## config.mk

```make
export PLATFORM = sky130hd
export DESIGN_NAME = jtoutrun_subbus_arb
export DESIGN_NICKNAME = d
export VERILOG_FILES = /design/src/rtl/jtoutrun_subbus_arb_pkg.sv /design/src/rtl/jtoutrun_subbus_arb_cnt.sv /design/src/rtl/jtoutrun_subbus_arb.sv
export SDC_FILE = /design/constraint.sdc
export NUM_CORES = 1
export LEC_CHECK = 0
export BUFFER_PORTS_ARGS = -buffer_cell sky130_fd_sc_hd__buf_4
export CORE_ASPECT_RATIO = 0.5
export CORE_UTILIZATION = 45
export DETAILED_ROUTE_END_ITERATION = 6
export PLACE_DENSITY = 0.77
export SYNTH_ARGS = -nofsm -noshare
export SYNTH_HDL_FRONTEND = slang
export SYNTH_SLANG_ARGS = --single-unit
```

## constraint.sdc

```tcl
create_clock -name clk -period 1.8 [get_ports clk]
set_input_delay 0.09 -clock clk [delete_from_list [all_inputs] [get_ports clk]]
set_output_delay 0.09 -clock clk [all_outputs]
set_load 0.1 [all_outputs]
```

## src/rtl/jtoutrun_subbus_arb_pkg.sv

```systemverilog
// Shared types and defaults for the main-to-sub bus arbiter.
package jtoutrun_arb_pkg;

    typedef enum logic [2:0] {
        ST_IDLE,
        ST_REQ,
        ST_XFER,
        ST_DONE,
        ST_HOLD,
        ST_REL
    } arb_st_t;

    localparam int          SETTLE_DEF  = 2;
    localparam int          HOLD_DEF    = 8;
    localparam int          TMOW_DEF    = 10;
    localparam logic [15:0] RD_TMO_DATA = 16'hFFFF;

endpackage

```

## src/rtl/jtoutrun_subbus_arb_cnt.sv

```systemverilog
// Saturating up-counter with synchronous clear; clear has priority over increment.
module jtoutrun_arb_cnt #(
    parameter int W = 4
) (
    input  logic         clk,
    input  logic         rst_n,
    input  logic         clr,
    input  logic         inc,
    output logic [W-1:0] cnt
);

    localparam logic [W-1:0] ONE = W'(1);

    always_ff @(posedge clk or negedge rst_n) begin
        if (!rst_n)                cnt <= '0;
        else if (clr)              cnt <= '0;
        else if (inc && !(&cnt))   cnt <= cnt + ONE;
    end

endmodule

```

## src/rtl/jtoutrun_subbus_arb.sv

```systemverilog
// Main-CPU access sequencer into the sub-CPU bus: request, grant wait, settle, complete, hold, release.
// Optional JTOUTRUN_ARB_STATS_EN adds grant-latency and transfer-count statistics.
module jtoutrun_subbus_arb
    import jtoutrun_arb_pkg::*;
#(
    parameter int SETTLE = SETTLE_DEF,
    parameter int HOLD   = HOLD_DEF,
    parameter int TMOW   = TMOW_DEF
) (
    input  logic        clk,
    input  logic        rst_n,
    input  logic        main_cs,
    input  logic        main_rnw,
    output logic        main_ok,
    output logic [15:0] main_din,
    output logic        sub_br,
    input  logic        sub_bgackn,
    input  logic        sub_ok,
    input  logic [15:0] sub_din,
    output logic        err
`ifdef JTOUTRUN_ARB_STATS_EN
    ,
    output logic [15:0] stat_lat,
    output logic [15:0] stat_acc
`endif
);

    localparam int SW = (SETTLE < 1) ? 1 : $clog2(SETTLE + 1);
    localparam int HW = (HOLD   < 1) ? 1 : $clog2(HOLD + 1);

    localparam logic [SW-1:0]   SETTLE_V  = SW'(SETTLE);
    localparam logic [HW-1:0]   HOLD_LAST = HW'(HOLD - 1);
    // Timeout fires on the REQ cycle that would take the counter to all-ones.
    localparam logic [TMOW-1:0] TMO_LAST  = {{(TMOW-1){1'b1}}, 1'b0};

    arb_st_t     st, st_nx;
    logic        rnw, rnw_nx;
    logic        br_nx, ok_nx, err_nx;
    logic [15:0] din_nx;

    logic            tmo_clr, tmo_inc, set_clr, set_inc, hld_clr, hld_inc;
    logic [TMOW-1:0] tmo_cnt;
    logic [SW-1:0]   settle_cnt;
    logic [HW-1:0]   hold_cnt;

    jtoutrun_arb_cnt #(.W(TMOW)) u_tmo (
        .clk(clk), .rst_n(rst_n), .clr(tmo_clr), .inc(tmo_inc), .cnt(tmo_cnt)
    );
    jtoutrun_arb_cnt #(.W(SW)) u_settle (
        .clk(clk), .rst_n(rst_n), .clr(set_clr), .inc(set_inc), .cnt(settle_cnt)
    );
    jtoutrun_arb_cnt #(.W(HW)) u_hold (
        .clk(clk), .rst_n(rst_n), .clr(hld_clr), .inc(hld_inc), .cnt(hold_cnt)
    );

    always_ff @(posedge clk or negedge rst_n) begin
        if (!rst_n) begin
            st       <= ST_IDLE;
            rnw      <= 1'b0;
            sub_br   <= 1'b0;
            main_ok  <= 1'b0;
            main_din <= 16'h0000;
            err      <= 1'b0;
        end else begin
            st       <= st_nx;
            rnw      <= rnw_nx;
            sub_br   <= br_nx;
            main_ok  <= ok_nx;
            main_din <= din_nx;
            err      <= err_nx;
        end
    end

    always_comb begin
        st_nx   = st;
        rnw_nx  = rnw;
        br_nx   = sub_br;
        ok_nx   = main_ok;
        din_nx  = main_din;
        err_nx  = err;
        tmo_clr = 1'b0;
        tmo_inc = 1'b0;
        set_clr = 1'b0;
        set_inc = 1'b0;
        hld_clr = 1'b0;
        hld_inc = 1'b0;
        // Completion is a level handshake: it falls as soon as the master lets go.
        if (!main_cs) ok_nx = 1'b0;
        case (st)
            ST_IDLE: begin
                if (main_cs && !main_ok) begin
                    st_nx   = ST_REQ;
                    br_nx   = 1'b1;
                    rnw_nx  = main_rnw;
                    tmo_clr = 1'b1;
                end
            end
            ST_REQ: begin
                if (!main_cs) begin
                    st_nx = ST_REL;
                    br_nx = 1'b0;
                end else if (!sub_bgackn) begin
                    st_nx   = ST_XFER;
                    set_clr = 1'b1;
                end else if (tmo_cnt == TMO_LAST) begin
                    st_nx  = ST_REL;
                    br_nx  = 1'b0;
                    err_nx = 1'b1;
                    ok_nx  = 1'b1;
                    if (rnw) din_nx = RD_TMO_DATA;
                end else begin
                    tmo_inc = 1'b1;
                end
            end
            ST_XFER: begin
                if (!main_cs) begin
                    st_nx = ST_REL;
                    br_nx = 1'b0;
                end else if (sub_bgackn) begin
                    st_nx   = ST_REQ;
                    tmo_clr = 1'b1;
                end else if (settle_cnt != SETTLE_V) begin
                    set_inc = 1'b1;
                end else if (sub_ok) begin
                    st_nx = ST_DONE;
                    ok_nx = 1'b1;
                    if (rnw) din_nx = sub_din;
                end
            end
            ST_DONE: begin
                if (!main_cs) begin
                    st_nx   = ST_HOLD;
                    hld_clr = 1'b1;
                end
            end
            ST_HOLD: begin
                // A follow-on access reuses the grant we still own.
                if (main_cs) begin
                    st_nx   = ST_XFER;
                    rnw_nx  = main_rnw;
                    set_clr = 1'b1;
                end else if (hold_cnt == HOLD_LAST) begin
                    st_nx = ST_REL;
                    br_nx = 1'b0;
                end else begin
                    hld_inc = 1'b1;
                end
            end
            ST_REL: begin
                br_nx = 1'b0;
                if (sub_bgackn) st_nx = ST_IDLE;
            end
            default: st_nx = ST_IDLE;
        endcase
    end

`ifdef JTOUTRUN_ARB_STATS_EN
    logic [15:0] lat_cnt;
    logic [15:0] lat_cand;
    logic        lat_take;
    logic        acc_take;

    jtoutrun_arb_cnt #(.W(16)) u_lat (
        .clk(clk), .rst_n(rst_n), .clr(tmo_clr), .inc(tmo_inc), .cnt(lat_cnt)
    );

    // Latency counts the grant cycle itself, so a grant seen on the first REQ cycle reads 1.
    assign lat_cand = (&lat_cnt) ? 16'hFFFF : lat_cnt + 16'd1;
    assign lat_take = (st == ST_REQ) && main_cs && !sub_bgackn;
    assign acc_take = (st == ST_XFER) && (st_nx == ST_DONE);

    always_ff @(posedge clk or negedge rst_n) begin
        if (!rst_n) begin
            stat_lat <= 16'h0000;
            stat_acc <= 16'h0000;
        end else begin
            if (lat_take && (lat_cand > stat_lat)) stat_lat <= lat_cand;
            if (acc_take) stat_acc <= stat_acc + 16'd1;
        end
    end
`endif

endmodule
```

### Yosys cells after proc, flatten, opt, wreduce, memory -nomap -nowiden

Index checks and enable logic that the tools add are counted.

* register bits: 39
* word-level logic and storage cells: 135

* $add $sub $neg: 3
* equal/unequal tests: 30
* mux-type cells: 70
* reduce and logical (&&, ||, !) cells: 23

Operators with widths (number)
* $mux 16: 9
* $mux 1: 36
* $mux 3: 12
* $ne 2x2->1 const B: 17
* $pmux 16 s2: 1
* $mux 10: 2
* $reduce_and 10->1: 2
* $pmux 3 s6: 1
* $reduce_and 7->1: 2
* $ne 4x4->1 const B: 3
* $add 10x1->10 const B: 1
* $eq 10x10->1 const B: 1
* $reduce_bool 2->1: 5
* $ne 3x3->1 const B: 3
* $mux 4: 2
* $pmux 1 s2: 4
* $reduce_and 4->1: 2
* $eq 3x2->1 const B: 2
* $eq 3x3->1 const B: 2
* $pmux 1 s5: 1
* $reduce_bool 5->1: 1
* $add 4x1->4 const B: 1
* $eq 4x3->1 const B: 1
* $logic_and 1x1->1: 4
* 7 further kinds: 11

### Logic depth before layout (Yosys ltp)

Gate-level depths: netlist of the first run.

* depth after elaboration: 8
* depth in mapped cells: 8
* gate-level depth less buffers: 7

### Cells and area by module

A second synthesis of the first run with hierarchy kept.

* cell total of the unflattened synthesis: 215
* area, all modules: 2265.9 um^2

Modules (own cells, without submodules)
* jtoutrun_subbus_arb: times used 1, cells each 129, area each 1372.6 um^2, seq. area each 575.6 um^2
* jtoutrun_arb_cnt at u_tmo: times used 1, cells each 56, area each 540.5 um^2, seq. area each 250.2 um^2
* jtoutrun_arb_cnt at u_hold: times used 1, cells each 20, area each 229.0 um^2, seq. area each 100.1 um^2
* jtoutrun_arb_cnt at u_settle: times used 1, cells each 10, area each 123.9 um^2, seq. area each 50.0 um^2

### Worst setup path after synthesis of the first run

Ideal clock, no wire load.

* kind: register to register
* start point: reg main_ok
* end point: reg st[1]
* arrival: 1.705 ns
* path slack: -0.029 ns
* stages on the path, launching flop included: 5
* cells stage by stage: dfrtp_1 -> o21ai_1 -> nand4b_1 -> a31o_2 -> a211o_1

* longest elaborated chain between the ends: 4

Ends and longest elaborated chain
* from (decl): line jtoutrun_subbus_arb.sv:14 `output logic main_ok,`
* from (signal assigned): line jtoutrun_subbus_arb.sv:68 `main_ok <= ok_nx;`
* $logic_not 1->1: line jtoutrun_subbus_arb.sv:91 `if (main_cs && !main_ok) begin`
* $logic_and 1x1->1: line jtoutrun_subbus_arb.sv:91
* $ne 2x2->1 (no line)
* $reduce_and 7->1 (no line)
* to (signal assigned): line jtoutrun_subbus_arb.sv:65 `st <= st_nx;`
* to (decl): line jtoutrun_subbus_arb.sv:36 `arb_st_t st, st_nx;`

No other way between the ends.
A chain may end at the register's enable or synchronous reset.

### Worst setup path after layout of the first run

* start point: reg st[0]
* end point: reg st[1]

* longest elaborated chain between the ends: 3
* elaborated cells between the ends (all ways): 15
* those cells by class: eq/ne (12); mux (1); reduce/logical (2)

Ends and longest elaborated chain
* $eq 3x1->1, or another cell as far along: line jtoutrun_subbus_arb.sv:89 `case (st)`
* $ne 4x4->1 (no line), or another cell as far along
* $reduce_and 7->1 (no line)

Parallel ways exist; a longest one is shown, timed or not.

==> results.py, run 1 <==
metrics = {
    "yosys": {
        "syn-num-nets": 256,
        "yosysTopAreaCellShare_pct": 43.67,
        "ys_types": 51,
        "synth_top_family_by_area": "simple AND/OR/NAND/NOR gates",
        "synth_compound_area_share_pct": 17.36,
        "synth_most_common_cell": "dfrtp_1",
        "synth-seq-cells": 39,
        "ys_seq_area_share_pct": 43.67,
        "async_reset_ff_share_pct": 100.0,
        "syn_area_um2": 2235,
        "synthAdderAreaFrac_pct": 2.800,
        "synth_edf_count": 0,
        "synth_xor_area_share_pct": 3.527,
        "synth.area.mux_share_pct": 1.904,
        "yosys_warnings": 0,
        "yosysTopAreaCell": "dfrtp_1",
        "ys_top_cells_by_area": "dfrtp_1 (44%), nor2_1 (6.2%), a21oi_2 (5.5%), ha_1 (2.8%), nor2_2 (2.8%)",
        "synth_area_per_cell_um2": 9.758,
        "synth_cells": 229,
        "synthTopCellsByCount": "dfrtp_1 (39), nor2_1 (37), a21oi_2 (14)",
        "yosys_most_used_dff": "dfrtp_1",
        "synth-simple-area-share_pct": 26.15,
    },
    "route": {
        "dr_total_vias": 1946,
        "drc": 0,
        "wl_um": 5525,
        "first_iter_violations": 119,
        "antenna_left": 0,
        "first_pass_iters": 4,
        "via_per_inst": 5.482,
        "routedWlPerCell_um": 15.56,
    },
    "die": {
        "die_w_um": 101.7,
        "rows": 17,
        "die_y_um": 51.83,
        "num_io_pins": 41,
        "core-area_um2": 4573,
        "dieArea_um2": 5269,
        "initial_utilization_pct": 48.86,
    },
    "placement": {
        "place.detailed.hpwl_um": 3467,
        "dpl_cell_area_um2": 2645,
        "routabilityCongestion": 0.8807,
        "portBuffers": 40,
    },
    "sta": {
        "fin_ws_ns": -0.002981,
        "max_slew.worst_pin.slew_ns": 0.6423,
        "fin_crit_ns": 1.803,
        "report.final.hold_viol_count": 0,
        "max-slew-margin-rel_pct": 57.18,
        "post-route-period-util_pct": 100.2,
        "skew_ns": 0.004740,
        "timing.final.setup_violations": 1,
        "max_clock_freq_mhz": 554.6,
        "slew_violations": 0,
    },
    "critical_path": {
        "rrSetupSlack_ns": -0.003,
        "worstPathArrival_ns": 1.97,
        "reg2reg_from": "st[0]$_DFFE_PN0P_",
        "crit_fanout": 10,
        "rr_worst_depth": 6,
        "r2r_end": "st[1]$_DFFE_PN0P_",
        "endpoint_kind": "flop",
        "path_class": "reg2reg",
        "start_kind": "flop",
        "cp.required_ns": 1.97,
    },
    "final_layout": {
        "drive_gt1_share_pct": 42.21,
        "seqCellArea_um2": 982.2,
        "utilization_pct": 64.16,
        "fill_cells": 346,
        "n_antenna_cell": 0,
        "multi_input_area_um2": 1211,
        "syn_to_final_growth_pct": 31.30,
        "final_area_um2": 2934,
        "nNetsFinal": 315,
    },
    "outcome": {
        "violations": "setup timing",
        "status": "finished with violations",
    },
    "clock_network": {
        "clk_latency_ns": 0.28,
        "h-tree-depth": 2,
        "root_buffer": "clkbuf_8",
        "cts_tree": "built",
        "cts.clk_slew.worst_paths_ns": 0.08,
        "clockBufferDepth": 2,
        "cts.sinks": 39,
        "cts_buffers": 5,
    },
    "power_and_ir_drop": {
        "p_per_area_nw_per_um2": 1076,
        "sw_frac_of_total_pct": 39.40,
        "p_sw_uw": 1244,
        "peakVddDrop_mv": 0.4248,
        "pwr-share-comb_pct": 44.0,
        "power.leakage_uw": 0.001324,
        "internal-power_uw": 1914,
        "p_seq_share_pct": 37.7,
        "pwr-share-clk_pct": 18.3,
    },
    "grt": {
        "grt_pass1_vias": 1825,
        "antenna_found_initial": 0,
        "grt_max_degree": 40,
        "gr-total-overflow": 0,
        "grt_pass1_wl_um": 8404,
        "grtUsageTotal_pct": 20.61,
    },
    "min_path": {
        "min_to": "rnw$_DFFE_PN0P_",
        "hp-start": "main_rnw",
        "hp-class": "in2reg",
        "hold_depth": 2,
    },
    "run": {
        "maxCapViolations": 0,
    },
}
-- worst max-delay path: stages, from the launching register on --
cell	delay, ns
dfrtp_2	0.48
buf_4	0.18
nand2b_4	0.13
a2111oi_2	0.05
nand4b_1	0.26
a31o_2	0.30
a211o_1	0.31
-- state kept, by name (all words and copies together) (netlist names) --
signal / cells
err: 1
u_settle.cnt: 2
main_ok: 1
sub_br: 1
st: 3
u_tmo.cnt: 10
rnw: 1
u_hold.cnt: 4
main_din: 16
-- cell usage in the layout (no fill, tap or decap), drive strengths merged, types with 2 or more instances in the layout --
master  count
clkbuf      8
nand2b      5
and4        2
a211oi      2
xnor2       7
nand2       8
or3         3
xor2        2
o211ai      2
mux2i       2
buf        62
dfrtp      39
a21oi      23
nand4       4
nand3      10
nor3b       3
nand3b      5
ha          5
inv         5
nor2       47
nor3       11
mux2        2
o21ai      12
-- worst max path at each step --
stage / start / end / cells after the start
global route: st[0]$_DFFE_PN0P_ / u_settle.cnt[1]$_DFFE_PN0P_ / 6
global placement: st[0]$_DFFE_PN0P_ / st[1]$_DFFE_PN0P_ / 6
floorplan: st[2]$_DFFE_PN0P_ / sub_br$_DFFE_PN0P_ / 6
finish: st[0]$_DFFE_PN0P_ / st[1]$_DFFE_PN0P_ / 6
detailed placement: st[0]$_DFFE_PN0P_ / st[1]$_DFFE_PN0P_ / 6
CTS: u_settle.cnt[0]$_DFFE_PN0P_ / st[1]$_DFFE_PN0P_ / 6
-- kinds of logic (layout without fill, tap and decap cells) --
| logic type | count (synthesis) | count (layout) |
|---|---|---|
| mux | 4 | 4 |
| flops | 39 | 39 |
| compound gates | 50 | 50 |
| buf+inv | 18 | 78 |
| fa+ha+maj | 5 | 5 |
| simple gates | 104 | 104 |
| xor+xnor | 9 | 9 |
-- per-stage QoR --
stage	std cells	hold WS [ns]	setup TNS (ns)	setup WS [ns]	power [µW]
4_1_cts	345	0.04350	0	0.003465	2963
5_1_grt	355	0.04895	-0.08651	-0.03483	3321
6_report	355	0.04698	-0.002981	-0.002981	3158
3_3_place_gp	335	0.08088	-0.06136	-0.03335	2321
3_5_place_dp	335	0.09084	-0.08566	-0.04793	2351
2_1_floorplan	229	-0.2056	0	0.1405	2011
-- layer usage --
metal  up-vias  wire, µm  track usage, %
li1        919         -               -
met1       918      2385           27.28
met2        96      2647           34.01
met3        13       427           5.108
met4         0        63           5.556
met5         -         0               0
-- power groups by stage --
stage	logic, µW	clock network, µW	registers, µW
2_1_floorplan	756	0	1260
3_3_place_gp	1120	0	1200
3_5_place_dp	1140	0	1210
4_1_cts	1180	590	1190
5_1_grt	1490	628	1210
6_report	1390	579	1190
-- cell type report --
cell class / count / share of cell area, %
clock buffer: 6 / 2.473
tap: 66 / 2.815
inverter: 5 / 0.6397
clock inverter: 2 / 0.4264
timing repair buffer: 65 / 18.89
sequential: 39 / 33.48
multi-input combinational: 172 / 41.28
-- what timing repair did --
action,CTS,global route
gates cloned,0,2
endpoints found under the hold margin,39,0
gates resized for setup,2,17
hold buffers,1,0
buffers inserted,1,8
pin swaps,0,1
endpoints found under the setup margin,5,27
(Power assumes the default switching activity.)
==> run 2, diff against run 1 <==
Clock period 1.8 ns to 2.25 ns, I/O delays scaled along.
==> results.py, run 2 (same netlist as run 1, synthesis figures left out) <==
metrics = {
    "critical_path": {
        "cp_slowest_stage_delay_ns": 0.76,
        "worstPathArrival_ns": 2.12,
        "crit_fanout": 18,
        "endpoint_kind": "flop",
        "path_cells": "nand4bb_1 -> o31a_1 -> nand4b_1 -> a31o_2 -> a211o_1",
        "cp.required_ns": 2.44,
        "rrSetupSlack_ns": 0.31,
        "reg2reg_from": "st[1]$_DFFE_PN0P_",
        "path_class": "reg2reg",
        "r2r_end": "st[1]$_DFFE_PN0P_",
        "start_kind": "flop",
        "rr_worst_depth": 5,
        "crit_slowest_cell": "dfrtp_1",
    },
    "min_path": {
        "hp-start": "main_rnw",
        "hp-class": "in2reg",
        "hold_depth": 2,
        "min_to": "rnw$_DFFE_PN0P_",
    },
    "power_and_ir_drop": {
        "p_per_area_nw_per_um2": 889.3,
        "peakVddDrop_mv": 0.3199,
        "power.leakage_uw": 0.001220,
    },
    "placement": {
        "routabilityCongestion": 0.8637,
        "place.detailed.hpwl_um": 3186,
        "portBuffers": 40,
    },
    "clock_network": {
        "cts_buffers": 5,
        "cts.clk_slew.worst_paths_ns": 0.08,
        "cts.sinks": 39,
        "h-tree-depth": 2,
        "cts_setup_buffers": 0,
        "clockBufferDepth": 2,
        "cts_tree": "built",
        "root_buffer": "clkbuf_8",
        "cts_resized": 0,
        "ctsHoldBuffers": 1,
        "clk_latency_ns": 0.29,
    },
    "route": {
        "routedWlPerCell_um": 13.65,
        "wl_met1_um": 2174,
        "via_per_inst": 5.329,
        "drc": 0,
        "met2_length_um": 2165,
        "antenna_left": 0,
        "dr_wl_met3_um": 160,
        "wl_um": 4558,
        "first_iter_violations": 44,
        "top_layer": "met4",
        "dr_total_vias": 1780,
        "first_pass_iters": 4,
    },
    "sta": {
        "rsz0062_at_grt": "no",
        "report.final.hold_viol_count": 0,
        "fin_crit_ns": 1.936,
        "max-slew-margin-rel_pct": 56.83,
        "slew_violations": 0,
        "skew_ns": 0.007990,
        "max_slew.worst_pin.slew_ns": 0.6475,
        "tns_ns": 0,
        "timing.final.setup_violations": 0,
        "max_clock_freq_mhz": 516.5,
        "post-route-period-util_pct": 86.05,
    },
    "grt": {
        "gr-total-overflow": 0,
        "antenna_found_initial": 0,
        "grt_pass1_wl_um": 7955,
        "grtUsageTotal_pct": 19.52,
        "grt_max_degree": 40,
        "grt_pass1_vias": 1793,
    },
    "final_layout": {
        "syn_to_final_growth_pct": 20.66,
        "top_regs": "main_din x16, u_tmo.cnt x10, u_hold.cnt x4",
        "layout_common_cells": "buf_4 (42), dfrtp_1 (39), nor2_1 (37), a21oi_2 (14), o21ai_0 (11)",
        "largest_register": "main_din",
        "utilization_pct": 58.96,
        "final_common_cell": "buf_4",
        "largest_reg_flops": 16,
        "drive_gt1_share_pct": 33.58,
        "nNetsFinal": 294,
        "n_antenna_cell": 0,
    },
    "run": {
        "maxCapViolations": 0,
    },
    "die": {
        "dieArea_um2": 5269,
        "num_io_pins": 41,
        "die_w_um": 101.7,
        "initial_utilization_pct": 48.86,
        "core-area_um2": 4573,
        "die_y_um": 51.83,
        "rows": 17,
    },
    "outcome": {
        "status": "completed",
    },
}
-- run 2: cell types whose count changed in the layout (fill, tap and decap cells not counted), sizes merged --
cell	before	now
buf	62	43
bufinv	0	1
clkbuf	8	6
clkinvlp	1	0
-- run 2: report_power, final --
| group | internal [µW] | switching, µW |
|---|---|---|
| combinational | 331 | 468 |
| clock | 359 | 254 |
| sequential | 802 | 184 |
| total | 1490 | 906 |
-- run 2: worst max path at each step --
| stage | startpoint | endpoint | slack, ns | cells after the start |
|---|---|---|---|---|
| 3_5_place_dp | st[1]$_DFFE_PN0P_ | st[2]$_DFFE_PN0P_ | 0.36 | 5 |
| 6_report | st[1]$_DFFE_PN0P_ | st[1]$_DFFE_PN0P_ | 0.31 | 5 |
| 4_1_cts | st[0]$_DFFE_PN0P_ | main_din[9]$_DFFE_PN0P_ | 0.33 | 6 |
| 3_3_place_gp | st[1]$_DFFE_PN0P_ | st[1]$_DFFE_PN0P_ | 0.39 | 5 |
| 5_1_grt | st[1]$_DFFE_PN0P_ | st[2]$_DFFE_PN0P_ | 0.16 | 5 |
| 2_1_floorplan | main_ok$_DFF_PN0_ | st[1]$_DFFE_PN0P_ | 0.42 | 4 |
-- run 2: metrics by stage --
step / instances / instance area, µm² / worst slack (ns) / power [µW] / hold WS, ns
2_1_floorplan: 229 / 2235 / 0.4215 / 1609 / -0.1831
3_3_place_gp: 325 / 2569 / 0.3875 / 1758 / 0.1078
3_5_place_dp: 325 / 2569 / 0.3601 / 1785 / 0.1176
4_1_cts: 334 / 2696 / 0.3269 / 2404 / 0.05001
5_1_grt: 334 / 2696 / 0.1593 / 2532 / 0.04224
6_report: 334 / 2696 / 0.3139 / 2398 / 0.05439
-- run 2: final cells by class --
class,count,area [µm²]
flip-flops and latches,39,975.9
fillers,392,1877
multi-input cells,172,1156
inverters,5,18.77
well taps,66,82.58
clock buffers,6,82.58
clock inverters,2,35.03
repair buffers,44,345.3
-- run 2: per-layer routing --
metal / global-route usage (%) / up-vias
met2: 31.87 / 39
met1: 25.71 / 858
li1: - / 875
met5: 0 / -
met4: 7.005 / 0
met3: 4.435 / 8
-- run 2: worst max-delay path: cells and delay by family, from the launching register on --
family / cells / cell delay, ns
DFF: 1 / 0.76
AOI/OAI and AO/OA: 3 / 0.69
and+or+nand+nor: 2 / 0.36
